File: config.mk
export PLATFORM = sky130hd
export DESIGN_NAME = elastic_stage_reg
export DESIGN_NICKNAME = d
export VERILOG_FILES = /design/src/rtl/elastic_stage_reg.sv
export SDC_FILE = /design/constraint.sdc
export NUM_CORES = 1
export LEC_CHECK = 0
export ABC_AREA = 1
export CAP_MARGIN = 20
export CELL_PAD_IN_SITES_DETAIL_PLACEMENT = 1
export CELL_PAD_IN_SITES_GLOBAL_PLACEMENT = 1
export CORE_ASPECT_RATIO = 2
export CORE_MARGIN = 2
export CORE_UTILIZATION = 24
export DETAILED_ROUTE_END_ITERATION = 10
export MAX_ROUTING_LAYER = met4
export PLACE_DENSITY = 0.85
export SETUP_SLACK_MARGIN = 0.02
export SLEW_MARGIN = 5
export SYNTH_ARGS = -nofsm -noshare
export SYNTH_HDL_FRONTEND = slang
export SYNTH_SLANG_ARGS = --single-unit
export TNS_END_PERCENT = 10
File: constraint.sdc
create_clock -name clk -period 1.1 [get_ports clk]
set_input_delay 0.11 -clock clk [delete_from_list [all_inputs] [get_ports clk]]
set_output_delay 0.11 -clock clk [all_outputs]
set_load 0.01 [all_outputs]
File: src/rtl/elastic_stage_reg.sv
// elastic_stage_reg: pipeline stage register with valid/ready handshake,
// flush (clears control to a bubble) and freeze (global hold).
// Optional two-entry skid buffer enabled by `define ELASTIC_STAGE_SKID_EN.
// Ports:
//   clk, rst                 - clock, synchronous active-high reset
//   flush, freeze            - discard held entries / hold everything
//   in_valid, in_ready       - upstream handshake
//   in_ctrl, in_data         - incoming control and data fields
//   out_valid, out_ready     - downstream handshake
//   out_ctrl, out_data       - head entry (always the main register)
//   occupancy                - number of held entries (0..2)
module elastic_stage_reg #(
    parameter int CTRL_W = 8,
    parameter int DATA_W = 96
) (
    input  logic              clk,
    input  logic              rst,
    input  logic              flush,
    input  logic              freeze,
    input  logic              in_valid,
    output logic              in_ready,
    input  logic [CTRL_W-1:0] in_ctrl,
    input  logic [DATA_W-1:0] in_data,
    output logic              out_valid,
    input  logic              out_ready,
    output logic [CTRL_W-1:0] out_ctrl,
    output logic [DATA_W-1:0] out_data,
    output logic [1:0]        occupancy
);

    typedef enum logic [1:0] {
        EMPTY = 2'd0,
        ONE   = 2'd1,
        TWO   = 2'd2
    } state_e;

    state_e state_q, state_d;

    logic [CTRL_W-1:0] main_ctrl_q, main_ctrl_d;
    logic [DATA_W-1:0] main_data_q, main_data_d;
`ifdef ELASTIC_STAGE_SKID_EN
    logic [CTRL_W-1:0] skid_ctrl_q, skid_ctrl_d;
    logic [DATA_W-1:0] skid_data_q, skid_data_d;
`endif

    logic acc;
    logic pop;

    // State and storage registers
    always_ff @(posedge clk) begin
        if (rst) begin
            state_q     <= EMPTY;
            main_ctrl_q <= '0;
            main_data_q <= '0;
`ifdef ELASTIC_STAGE_SKID_EN
            skid_ctrl_q <= '0;
            skid_data_q <= '0;
`endif
        end else begin
            state_q     <= state_d;
            main_ctrl_q <= main_ctrl_d;
            main_data_q <= main_data_d;
`ifdef ELASTIC_STAGE_SKID_EN
            skid_ctrl_q <= skid_ctrl_d;
            skid_data_q <= skid_data_d;
`endif
        end
    end

    // Next-state and next-storage logic
    always_comb begin
        state_d     = state_q;
        main_ctrl_d = main_ctrl_q;
        main_data_d = main_data_q;
`ifdef ELASTIC_STAGE_SKID_EN
        skid_ctrl_d = skid_ctrl_q;
        skid_data_d = skid_data_q;
`endif
        if (flush) begin
            // Control becomes a bubble; data is left as-is
            state_d     = EMPTY;
            main_ctrl_d = '0;
`ifdef ELASTIC_STAGE_SKID_EN
            skid_ctrl_d = '0;
`endif
        end else if (!freeze) begin
            unique case (state_q)
                EMPTY: begin
                    if (acc) begin
                        main_ctrl_d = in_ctrl;
                        main_data_d = in_data;
                        state_d     = ONE;
                    end
                end
                ONE: begin
                    if (acc && pop) begin
                        main_ctrl_d = in_ctrl;
                        main_data_d = in_data;
`ifdef ELASTIC_STAGE_SKID_EN
                    end else if (acc) begin
                        skid_ctrl_d = in_ctrl;
                        skid_data_d = in_data;
                        state_d     = TWO;
`endif
                    end else if (pop) begin
                        state_d = EMPTY;
                    end
                end
`ifdef ELASTIC_STAGE_SKID_EN
                TWO: begin
                    if (pop) begin
                        main_ctrl_d = skid_ctrl_q;
                        main_data_d = skid_data_q;
                        state_d     = ONE;
                    end
                end
`endif
                default: begin
                    state_d = EMPTY;
                end
            endcase
        end
    end

    // Outputs and handshake
    always_comb begin
        out_valid = (state_q != EMPTY) && !freeze;
`ifdef ELASTIC_STAGE_SKID_EN
        // Depends only on registered state, never on out_ready
        in_ready  = !rst && !flush && !freeze && (state_q != TWO);
`else
        // Single entry: refill in the same cycle the head is consumed
        in_ready  = !rst && !flush && !freeze
                    && ((state_q == EMPTY) || out_ready);
`endif
        acc       = in_valid && in_ready;
        pop       = out_valid && out_ready;
        out_ctrl  = main_ctrl_q;
        out_data  = main_data_q;
        occupancy = state_q;
    end

endmodule

Word-level counts from Yosys, hierarchy flattened
Index checks and enable logic that the tools add are counted.
{"block": "word_totals", "output_inout_bits": 108, "wordCells": 38, "in_bits": 110, "ff_bits": 106}
{"block": "classes", "n_bitwise": 2, "n_reduce_logical": 18, "muxes": 10, "eq_ne": 5}
{"cell": "96-bit 2-to-1 mux", "n": 2}
{"cell": "96-bit one-hot mux with 2 select lines", "n": 1}
{"cell": "8-bit 2-to-1 mux", "n": 2}
{"cell": "8-bit one-hot mux with 2 select lines", "n": 1}
{"cell": "2-bit != test (second input constant)", "n": 4}
{"cell": "4-bit AND reduction", "n": 2}
{"cell": "1-bit logical AND", "n": 7}
{"cell": "2-bit 2-to-1 mux", "n": 3}
{"cell": "5-bit AND reduction", "n": 1}
{"cell": "2-bit one-hot mux with 2 select lines", "n": 1}
{"cell": "2-bit nonzero test", "n": 2}
{"cell": "1-bit logical NOT", "n": 3}
{"cell": "2-bit by 1-bit equality test with 1-bit output (second input constant)", "n": 1}
{"cell": "2-bit logical NOT", "n": 1}
{"cell": "1-bit inverter", "n": 2}
{"cell": "2-bit OR reduction", "n": 1}
{"cell": "1-bit logical OR", "n": 1}

Depth between registers and ports, before layout
Gate-level depths: netlist (run 1).
{"block": "logic_depth", "depth_word": 8, "depth_mapped": 8, "mapped_depth_nobuf": 6}

Worst setup path before layout (run 1)
Ideal clock, no wire load.
{"block": "synth_timing", "kind": "flip-flop to flip-flop", "startpoint": "register state_q[0] (netlist: occupancy[0])", "endpoint": "register main_data_q[69] (netlist: out_data[69])", "stages_incl_launch_ff": 7, "arrival_ns": 1.041, "setup_time_ns": 0.113, "required_time_ns": 0.987, "period_less_slack_ns": 1.154, "slack_ns": -0.054, "path_buffers": 2, "cell_sequence": "dfxtp_1 > nand2_1 > nand4_2 > buf_2 > buf_2 > nor2_1 > nor2_1"}
{"block": "synth_via", "elab_chain_len": 7, "word_cells_on_any_way": 14, "cone_classes": "eq/ne: 3; mux: 1; reduce/logical: 10"}
{"element": "start: declaration", "line_no": "37", "source": "state_e state_q, state_d;"}
{"element": "start signal: assignment", "line_no": "60", "source": "state_q <= state_d;"}
{"element": "2-bit logical NOT", "line_no": "87, 134"}
{"element": "1-bit logical OR", "line_no": "134", "source": "&& ((state_q == EMPTY) || out_ready);"}
{"element": "1-bit logical AND", "line_no": "134"}
{"element": "1-bit logical AND", "line_no": "136", "source": "acc = in_valid && in_ready;"}
{"element": "1-bit logical AND", "line_no": "96", "source": "if (acc && pop) begin"}
{"element": "2-bit != test (no line)"}
{"element": "5-bit AND reduction (no line)"}
{"element": "end signal: assignment", "line_no": "62", "source": "main_data_q <= main_data_d;"}
{"element": "end: declaration", "line_no": "40", "source": "logic [DATA_W-1:0] main_data_q, main_data_d;"}
Parallel ways exist; a longest one is shown, timed or not.
A chain may end at the register's enable or synchronous reset.

Worst setup path after layout (run 1)
{"block": "layout_timing", "startpoint": "register state_q[0] (netlist: occupancy[0])", "endpoint": "register main_data_q[30] (netlist: out_data[30])"}
Same word-level chain as after synthesis.

==> results.txt, run 1 <==
The clock reaches the later pin of the worst-skew pair after 350 ps. The core utilization of the finished layout came out at 0.412. The path class of the lowest-slack min-delay path is in -> reg. The total detailed-routing wirelength came out at 15000 um. The floorplan die area came out at 0.0192 mm^2.

Averaged over all synthesized cells, the footprint is ~6.4 um^2. The number of different library cells used by synthesis comes to 15. Measured along the y axis, the die boundary spans 194 um.

The starting density of the core is 0.244. The worst setup path is captured at a register. After synthesis, the cell types taking the most area are dfxtp_1 (49%), nor2_1 (18%), nand2_1 (18%), inv_1 (9.4%), buf_6 (1.6%). Clock tree synthesis inserted a total of 9 buffers. The total of endpoints with negative setup slack in the final report is 104. Fill cells in the final layout number 2242. The number of hold buffers added after CTS was 0. STA classifies the critical path startpoint as a register. The number of cells traversed by the worst register-to-register path came out at 7. The launching instance or port of the critical path is occupancy[0]. The instance area after placement is 0.00695 mm^2. The start of the worst register-to-register path is occupancy[0]. The floorplan has 69 rows. For this design the ratio of total power to cell area is 1130 mW/mm^2. The number of detailed-routing iterations run before antenna repair is 4. The total of max-cap violations is 0. The clock transition at the registers of the reported paths is roughly 70 ps. Across the whole layout, storage elements account for 0.00211 mm^2. The portion of synthesized cell area occupied by the leading cell type came out at 0.486. The average via count per standard cell came out at 4.16. The synthesis-stage register bit count came out at 105. The checks that failed: setup timing. The data required time at the worst endpoint came out at 1340 ps.

The signal arrival time at the worst endpoint came out at 1490 ps. The area growth from synthesis to layout is 68.5%. The minimum setup slack among reg-to-reg paths is -140 ps. During placement, the flow inserted port buffers numbering about 220.

The via count of the first global-routing pass is 4765. The final RePlAce weighted congestion is around 0.76. The top achievable clock speed came out at about 800 MHz. The most critical setup path has its endpoint at out_data[30]. CTS placed an instance of clkbuf_16 at the clock tree root. After legalization and detailed placement, the total HPWL measured 11200 um.

The number of antenna violations at the first check in global routing is 2. The most common library cell in the layout ignoring fill and taps is nand2_1. The sum of overflow across all layers after global routing came out at 0.

The hold violation total from the final report came out at 0. The area of the core is between 0.015 and 0.02 mm^2. Including well taps, the total number of placed cells is 1100.

The number of placed I/O pins is ~220. The routed length per instance is 13.3 um. The H-tree depth came out at 3. The worst hold path passes through 5 cells. dfxtp_1 takes more of the synthesized area than any other cell.

The start-to-end type of the worst setup path is reg -> reg. The number of max-slew violations in the final report is 0. The pin count of the biggest net entering global routing is 28. No sink is reached through more buffers than the 2 on the longest clock path.

Setup repair after global routing could not meet its margin everywhere. The peak supply drop is 0.000616 V. The total nets after synthesis is between 700 and 800. Leaving out fill and tap cells, the most frequent cells in the layout are nand2_1 (199), nor2_1 (187), inv_1 (108). The final cell count without fillers is 1124.

In this run the worst path has a maximum fanout of 19. The share of post-route cells with drive strength above 1 is 0.183. The x dimension of the die came out at 98.9 um. Across every metal layer, demand over resource in global routing totals 0.156. TritonCTS built the clock tree.

Summing all multi-input logic gate instances after layout gives 0.00177 mm^2. The reported leakage power came out at 3.70 nW. The detailed router's first-iteration violation count is 71. The number of clock sinks seen by CTS is ~110. The via count came out at 4680. The post-synthesis instance total came out at roughly 680. During synthesis, Yosys emitted a total of 0 warnings. The number of nets with antenna violations after detailed routing came out at 0.

The largest clock skew in the final design is 6.45 ps. The summed instance area of the synthesized netlist is 0.00432 mm^2. The portion of the clock cycle consumed by the worst path in the final layout is 1.13. Of the synthesized area, sequential elements account for 0.486. The flow ran to the end, but the final reports show violations.

The number of remaining DRC errors came out at 0. Counting I/O delays and the setup requirement, the final critical path takes 1240 ps. The endpoint identified for the worst register-to-register timing path is out_data[30].

With fillers left out, the area of the finished cells amounts to approximately 0.0073 mm^2. The global-route wire length before repair came out at 23100 um. For this run, the post-layout net count is 1014. Once routing completed, OpenROAD measured the worst setup slack at -143 ps.
==> worst max-delay path, cell delays in order (launching register included) <==
cell	delay (ps)
dfxtp_2	340
buf_6	120
nand2_4	50
nand4_4	100
buf_12	190
buf_12	160
nor2_1	120
nor2_1	60
==> sequential cells by signal (all words and copies together), names as in the netlist <==
signal	count
out_ctrl	8
occupancy	1
out_data	96
==> through the flow <==
step / worst slack (ps) / hold WS [ps] / setup TNS, ps / total power, mW
2_1_floorplan: 26.2 / 245 / 0 / 4.50
3_3_place_gp: -548 / 467 / -45360 / 5.31
3_5_place_dp: -567 / 477 / -47740 / 5.34
4_1_cts: -154 / 283 / -11820 / 8.42
5_1_grt: -217 / 179 / -18130 / 8.66
6_report: -143 / 168 / -10010 / 8.25
==> cells by family after synthesis <==
family / Yosys count / synth area share
AO/OA/AOI/OAI: 2 / 0.00289
buffers and inverters: 143 / 0.139
flip-flops: 105 / 0.486
other: 1 / 0.000867
AND/OR/NAND/NOR: 424 / 0.371
==> layout make-up <==
type	count	share of cell area
diodes	2	0.000687
inverters	109	0.0561
well taps	213	0.0366
repair buffers	252	0.338
multi-input cells	427	0.243
flip-flops and latches	105	0.289
clock inverters	4	0.00395
clock buffers	12	0.0325
==> cells in the mapped netlist <==
cell type	count
nand3_1	2
nor3_1	1
a21boi_1	1
nand4_2	1
clkinv_1	1
buf_6	6
buf_4	1
nor2_1	212
clkbuf_1	14
buf_2	13
nand2_1	208
dfxtp_1	105
inv_1	108
conb_1	1
o21ai_0	1
==> power breakdown <==
part / total (mW) / switching [mW] / internal (mW)
clock network: 3.03 / 1.48 / 1.55
registers: 4.00 / 0.0659 / 3.93
logic: 1.22 / 0.532 / 0.692
total: 8.25 / 2.08 / 6.17
==> per-layer routing <==
layer,vias to the layer above,share of wire,track usage
met3,32,0.044,0.0260
met1,2152,0.34,0.143
met2,138,0.57,0.293
met5,-,0,-
li1,2358,-,-
met4,0,0.045,0.0903
==> worst min path at each step <==
stage	start	endpoint
2_1_floorplan	in_ctrl[0]	out_ctrl[0]
6_report	flush	out_ctrl[1]
3_5_place_dp	out_ctrl[7]	out_ctrl[7]
4_1_cts	rst	out_ctrl[1]
3_3_place_gp	out_ctrl[7]	out_ctrl[7]
5_1_grt	flush	out_ctrl[1]
==> timing repair <==
item | in CTS | in global routing
buffers inserted | 3 | 0
resized for setup | 264 | 91
endpoints found under the setup margin | 211 | 158
pin swaps | 1 | 5
gates cloned | 0 | 3
No activity file was read; power rests on OpenSTA's default activity.
==> inputs of run 2 (changes only) <==
- CORE_UTILIZATION: 24 -> 26
- PLACE_DENSITY: 0.85 -> 0.87
- clock period: 1.1 -> 1.2 ns (I/O delays scaled with it)
==> run 2 against run 1 <==
Net effect: sequential power down 8.5%; worst setup slack improved by 140 ps; largest power group unchanged; global-route usage rose by 1.9 points; maximum frequency increased by 3.1%; sequential share of layout area up 0.53 points; via count fell by 0.71%; the flow still finishes with violations (setup timing).
==> results.txt, run 2 (synthesized netlist as in run 1, its figures left out) <==
The number of remaining DRC errors is 0 (unchanged). The top achievable clock speed is 830 MHz (+3.1%). The final hold slack is 299 ps (+131 ps).

The pin count of the biggest net entering global routing is 46 (+64%). The most critical setup path has its endpoint at out_data[24]. The number of buffers created by CTS came to 9 (unchanged). Leaving out fill and tap cells, the most frequent cell in the layout is nand2_1. The overall routing resource usage came out at 0.175 (+0.0192).

The worst-case clock buffer depth is 2 (unchanged). The data required time at the worst endpoint was 1440 ps (+100 ps). The flow ran to the end, but the final reports show violations. The clock insertion delay at the later pin of the skew report is 340 ps (about the same). The instance area after placement came to 0.00692 mm^2 (-0.47%). The detailed router's first-iteration violation count is 81 (+14%).

The quantity of I/O buffers inserted on ports came out at 216 (unchanged). The share of post-route cells with drive strength above 1 came out at 0.0838 (-0.0988). The largest clock skew in the final design is 5.34 ps (-1.11 ps). In this run the clock root is driven by a clkbuf_16. The global-route wire length before repair came out at 23300 um (+0.78%). The flip-flop count of the largest register, all copies and words added was 96 (unchanged). The routed length per instance came out at 13.4 um (+0.56%). The number of detailed-routing iterations run before antenna repair came out at 4 (unchanged). The endpoint identified for the worst register-to-register timing path is out_data[24]. The number of antenna violations at the first check in global routing came out at 1 (-1). The number of nets in the layout came out at 1012 (-0.20%). The total of max-cap violations came to 0 (unchanged). The area growth from synthesis to layout is 65.3%. The path class of the lowest-slack min-delay path is in -> reg.

The worst setup path is launched from a register. The clock tree from TritonCTS is done. The peak supply drop came out at 0.000760 V (+23%). The via count came out at 4647 (-0.71%).

The number of placed I/O pins came to 218 (unchanged). The reported leakage power is 4.02 nW (+8.4%). The sum of routed wire segments on met1 came out at 4910 um (-4.7%). The finished layout cell area came to 0.00715 mm^2 (-1.9%). The fill cell total of the finished layout is 2087 (-6.9%). The hold path depth was 5 (unchanged).

The number of hold buffers added after cts came out at 0 (unchanged). The starting density of the core came to 0.266 (+0.0215). The average via count per standard cell is 4.18 (+0.37%). The portion of the clock cycle consumed by the worst path in the final layout was 1.00 (-0.125).

The number of max-slew violations in the final report was 0 (unchanged). The checks that failed: setup timing. The sum of overflow across all layers after global routing came to 0 (unchanged). The placement row count came out at 66 (-4.3%). The number of cells traversed by the worst register-to-register path is 6 (-1). The number of clock sinks seen by CTS was 105 (unchanged). The total length of routed met3 wires came out at 660 um (-1.0%). The y dimension of the die came out at 186 um (-3.8%). The area of the core is 0.0163 mm^2 (-8.1%). The signal arrival time at the worst endpoint is 1450 ps (-40 ps). The minimum setup slack in the final design is -5.47 ps (+138 ps). In the layout the commonest cells are nand2_1 (205), nor2_1 (193), inv_1 (107), dlygate4sd2_1 (107), clkdlybuf4s50_1 (106). The via count of the first global-routing pass came out at 4867 (+2.1%). The setup path with the least slack is of type reg -> reg. The power density relative to cell area is 1070 mW/mm^2 (-5.3%).

Tracing the worst setup path back leads to its startpoint at occupancy[0]. The number of nets with antenna violations after detailed routing came out at 0 (unchanged). The clock transition at the registers of the reported paths is 70 ps (about the same). The x dimension of the die came out at 95.2 um (-3.8%). The floorplan die area was 0.0177 mm^2 (-7.5%). The total detailed-routing wirelength was 14900 um (-0.51%).

Setup repair after global routing could not meet its margin everywhere. The H-tree depth came out at 3 (unchanged). The worst slack at placement is -450 ps (+116 ps). The post-detailed-placement half-perimeter wirelength is 11500 um (+2.6%).

In this run the critical register-to-register path is launched from occupancy[0]. The worst setup path is captured at a register. The minimum setup slack among reg-to-reg paths is -5 ps (+140 ps). The final RePlAce weighted congestion is 0.807 (+6.4%). The worst-path maximum fanout came out at 20 (+1). The hold violation total from the final report is 0 (unchanged).

The final period demand of the worst path is 1210 ps (-37.5 ps). The final total negative setup slack came out at -5.47 ps (+10000 ps). The total of endpoints with negative setup slack in the final report is 1 (-99%).

The routed length on met2 is 8570 um (+0.63%). The highest metal layer carrying signal wires in the routed design is met4.
run 2: final cells by class:
| type | count | area (um^2) | share of cell area |
|---|---|---|---|
| tap | 204 | 255 | 0.0357 |
| multi-input combinational | 427 | 1690 | 0.236 |
| antenna | 1 | 2.50 | 0.000350 |
| sequential | 105 | 2100 | 0.294 |
| timing repair buffer | 250 | 2390 | 0.335 |
| clock buffer | 15 | 288 | 0.0403 |
| inverter | 109 | 409 | 0.0572 |
| clock inverter | 1 | 7.51 | 0.00105 |
run 2: per-stage QoR:
step | instances | power (mW) | utilization
final | 1112 | 7.66 | 0.439
after CTS | 1110 | 7.81 | 0.438
after global placement | 1094 | 4.86 | 0.425
after global routing | 1112 | 8.08 | 0.439
after detailed placement | 1094 | 4.89 | 0.425
after floorplan | 675 | 4.12 | -
run 2: layer usage:
metal / vias up / track usage
li1: 2355 / -
met1: 2112 / 0.148
met2: 141 / 0.337
met3: 39 / 0.0319
met4: 0 / 0.0998
met5: - / -
run 2: repair_timing:
| action | 4_1_cts | 5_1_grt |
|---|---|---|
| pin swaps | 2 | 0 |
| gates resized for setup | 137 | 7 |
| endpoints found under the setup margin | 207 | 101 |
| buffers inserted | 0 | 1 |
run 2: power by group:
group / internal [mW] / switching (mW) / total, mW
combinational: 0.597 / 0.475 / 1.07
sequential: 3.60 / 0.0571 / 3.66
clock: 1.64 / 1.29 / 2.93
run 2: worst min-delay path by stage:
| stage | from | to | slack (ps) |
|---|---|---|---|
| floorplan | in_ctrl[0] | out_ctrl[0] | 250 |
| global placement | out_ctrl[6] | out_ctrl[6] | 460 |
| detailed placement | out_ctrl[7] | out_ctrl[7] | 490 |
| CTS | flush | out_ctrl[7] | 290 |
| global route | flush | out_ctrl[7] | 330 |
| finish | flush | out_ctrl[7] | 300 |
run 2: critical path: stages (launching register included):
cell     delay (ps)
dfxtp_2         350
nand2_2          80
nand4_4         110
buf_12          190
buf_12          160
nor2_1          140
nor2_2           60
==> inputs of run 3 (changes only) <==
- CORE_UTILIZATION: 26 -> 41
- CTS_CLUSTER_DIAMETER: default -> 120
- DONT_BUFFER_PORTS: default -> 1
- PLACE_DENSITY: 0.87 -> 0.86
- clock period: 1.2 -> 1.33 ns (I/O delays scaled with it)
==> run 3 against run 2 <==
Net effect: power is 13% lower; maximum frequency down 12%; non-clock buffer count decreased by 121; highest routed layer unchanged; the run still ends with setup timing left; critical path type unchanged; combinational power down 28%; worst setup slack lost 36 ps; largest power group unchanged; register-to-register slack got worse by 40 ps; via count down 0.52%.
==> results.txt, run 3 (synthesized netlist as in run 1, its figures left out) <==
The post-detailed-placement half-perimeter wirelength was 8780 um (-24%). The quantity of I/O buffers inserted on ports is 0 (-100%). The share of post-route cells with drive strength above 1 came out at 0.0992 (+0.0154). The y dimension of the die is 149 um (-20%).

The total of max-cap violations came out at 0 (unchanged). The peak supply drop is 0.000715 V (-5.9%). The area added between synthesis and finish is 43.1%.

The critical path is of the reg -> reg type. The fill cell total of the finished layout came out at 1302 (-38%). The overall routing resource usage is 0.284 (+0.109). The part of the total power dissipated in combinational logic came to 0.114 (-0.026).

The number of clock sinks seen by CTS came out at 105 (unchanged). The min-delay analysis places its worst path in the category in -> reg. The run finished, with violations left.

The instance area after placement came out at 0.00448 mm^2 (-35%). The x dimension of the die came out at 76.6 um (-20%). The average via count per standard cell was 5.00 (+20%).

The type of destination of the critical path is a register. The worst slack at placement was 106 ps (+557 ps). The H-tree depth came to 3 (unchanged). In this design, the critical path's most frequently occurring cell is clkbuf_16. The number of max-slew violations in the final report is 0 (unchanged). The finished layout cell area is 0.00619 mm^2 (-13%). The final period demand of the worst path is 1370 ps (+166 ps). The total detailed-routing wirelength is 18300 um (+23%). The buffer type at the clock tree root is clkbuf_16.

The worst setup path is launched from a register. The cell-internal power came out at 4.95 mW (-15%). The number of placed I/O pins is 218 (unchanged).

The routed length per instance is 19.8 um (+48%). The largest clock skew in the final design came to 5.00 ps (-0.334 ps). The floorplan die area came to 0.0114 mm^2 (-36%). The number of detailed-routing iterations run before antenna repair came to 4 (unchanged). The final reports fail on setup timing. The data required time at the worst endpoint came out at 1550 ps (+110 ps).

The portion of the clock cycle consumed by the worst path in the final layout came out at 1.03 (+0.0268). The via count is 4623 (-0.52%). The clock transition at the registers of the reported paths came out at 70 ps (about the same). The top achievable clock speed is 729 MHz (-12%). The placement row count is 53 (-20%).

The global-route wire length before repair is 24500 um (+5.4%). The delay contributed by the slowest stage of the critical path is 330 ps (-20 ps). The power density relative to cell area is 1080 mW/mm^2 (+1.0%). TritonCTS built the clock tree. Setup repair after global routing could not meet its margin everywhere. The share of total power in sequential cells is 0.507 (+0.029). The worst-case clock buffer depth is 2 (unchanged). The worst-path maximum fanout is 13 (-35%). Walking the worst path, the cells encountered are nand2_2 -> nand4_4 -> buf_12 -> clkbuf_16 -> clkbuf_16 -> nor2_2 -> nor2_4. The number of nets in the layout is 891 (-12%).

The sum of overflow across all layers after global routing is 0 (unchanged). Leaving out fill and tap cells, the most frequent cell in the layout is nand2_1. In the layout the commonest cells are nand2_1 (196), nor2_1 (190), inv_1 (107).

The hold violation total from the final report is 0 (unchanged). The final RePlAce weighted congestion came to 0.807 (about the same). The number of remaining DRC errors came out at 0 (unchanged). The reported net switching power is 1.75 mW (-4.2%). The minimum setup slack in the final design is -41.8 ps (-36.3 ps). The reported leakage power is 3.19 nW (-21%). The number of nets with antenna violations after detailed routing is 0 (unchanged).

The flip-flop count of the largest register, all copies and words added is 96 (unchanged). The detailed router's first-iteration violation count is 183 (+130%). The clock network power share is 0.379 (-0.004). The number of antenna violations at the first check in global routing is 1 (unchanged).

The via count of the first global-routing pass is 4884 (+0.35%). The total of endpoints with negative setup slack in the final report was 4 (+3). The switching share of power came to 0.261 (+0.0227). The clock insertion delay at the later pin of the skew report was 340 ps (about the same). The area of the core is 0.0104 mm^2 (-36%). The starting density of the core came out at 0.415 (+0.150). The number of buffers created by CTS is 9 (unchanged). The signal arrival time at the worst endpoint came out at 1600 ps (+150 ps). The pin count of the biggest net entering global routing is 97 (+110%). The largest individual stage delay along the critical path comes from the cell dfxtp_2.
[run 3: per-stage QoR]
| stage | cells | utilization | TNS (ps) | hold WS [ps] | total power [mW] |
|---|---|---|---|---|---|
| floorplan | 675 | - | 0 | 268 | 3.72 |
| global placement | 790 | 0.430 | 0 | 269 | 3.80 |
| detailed placement | 790 | 0.430 | 0 | 278 | 3.84 |
| CTS | 910 | 0.556 | 0 | 20.1 | 6.56 |
| global route | 924 | 0.594 | -1070 | 70.7 | 6.93 |
| finish | 925 | 0.594 | -80.7 | 49.3 | 6.70 |
[run 3: layer usage]
layer / up-vias / wire length [um] / global-route usage
met1: 2184 / 5970 / 0.247
met2: 230 / 10300 / 0.549
met5: - / 0 / -
li1: 2119 / - / -
met4: 0 / 977 / 0.156
met3: 90 / 1040 / 0.0660
[run 3: worst paths after layout]
| check | start | to | slack [ps] | depth (start not counted) |
|---|---|---|---|---|
| max | occupancy[0] | out_data[57] | -40 | 7 |
| min | in_ctrl[7] | out_ctrl[7] | 50 | 4 |
| max reg2reg | occupancy[0] | out_data[57] | -40 | 7 |
| min reg2reg | out_ctrl[7] | out_ctrl[7] | 560 | 2 |
[run 3: power by group through the flow]
| stage | clock network, mW | logic (mW) | registers (mW) |
|---|---|---|---|
| final | 2.54 | 0.767 | 3.40 |
| after floorplan | 0 | 0.294 | 3.43 |
| after CTS | 2.53 | 0.633 | 3.39 |
| after detailed placement | 0 | 0.374 | 3.46 |
| after global placement | 0 | 0.343 | 3.46 |
| after global routing | 2.69 | 0.830 | 3.40 |
[run 3: critical path: cells and delay by family, from the launching register on]
family	cells	cell delay, ps
buffers and inverters	3	490
DFF	1	330
and+or+nand+nor	4	450
[run 3: area by class of cell]
| type | count | area [um^2] | area share |
|---|---|---|---|
| diodes | 2 | 5.00 | 0.000809 |
| flip-flops and latches | 105 | 2100 | 0.340 |
| inverters | 109 | 409 | 0.0661 |
| clock inverters | 4 | 28.8 | 0.00465 |
| well taps | 137 | 171 | 0.0277 |
| repair buffers | 129 | 1470 | 0.238 |
| clock buffers | 12 | 246 | 0.0398 |
| multi-input cells | 427 | 1750 | 0.283 |
[run 3: what timing repair did]
item	CTS	global route
setup endpoints to repair	1	49
cloned	0	8
buffers inserted	1	5
resized for setup	2	45
hold endpoints to repair	104	0
hold buffers	103	0
pin swaps	1	15
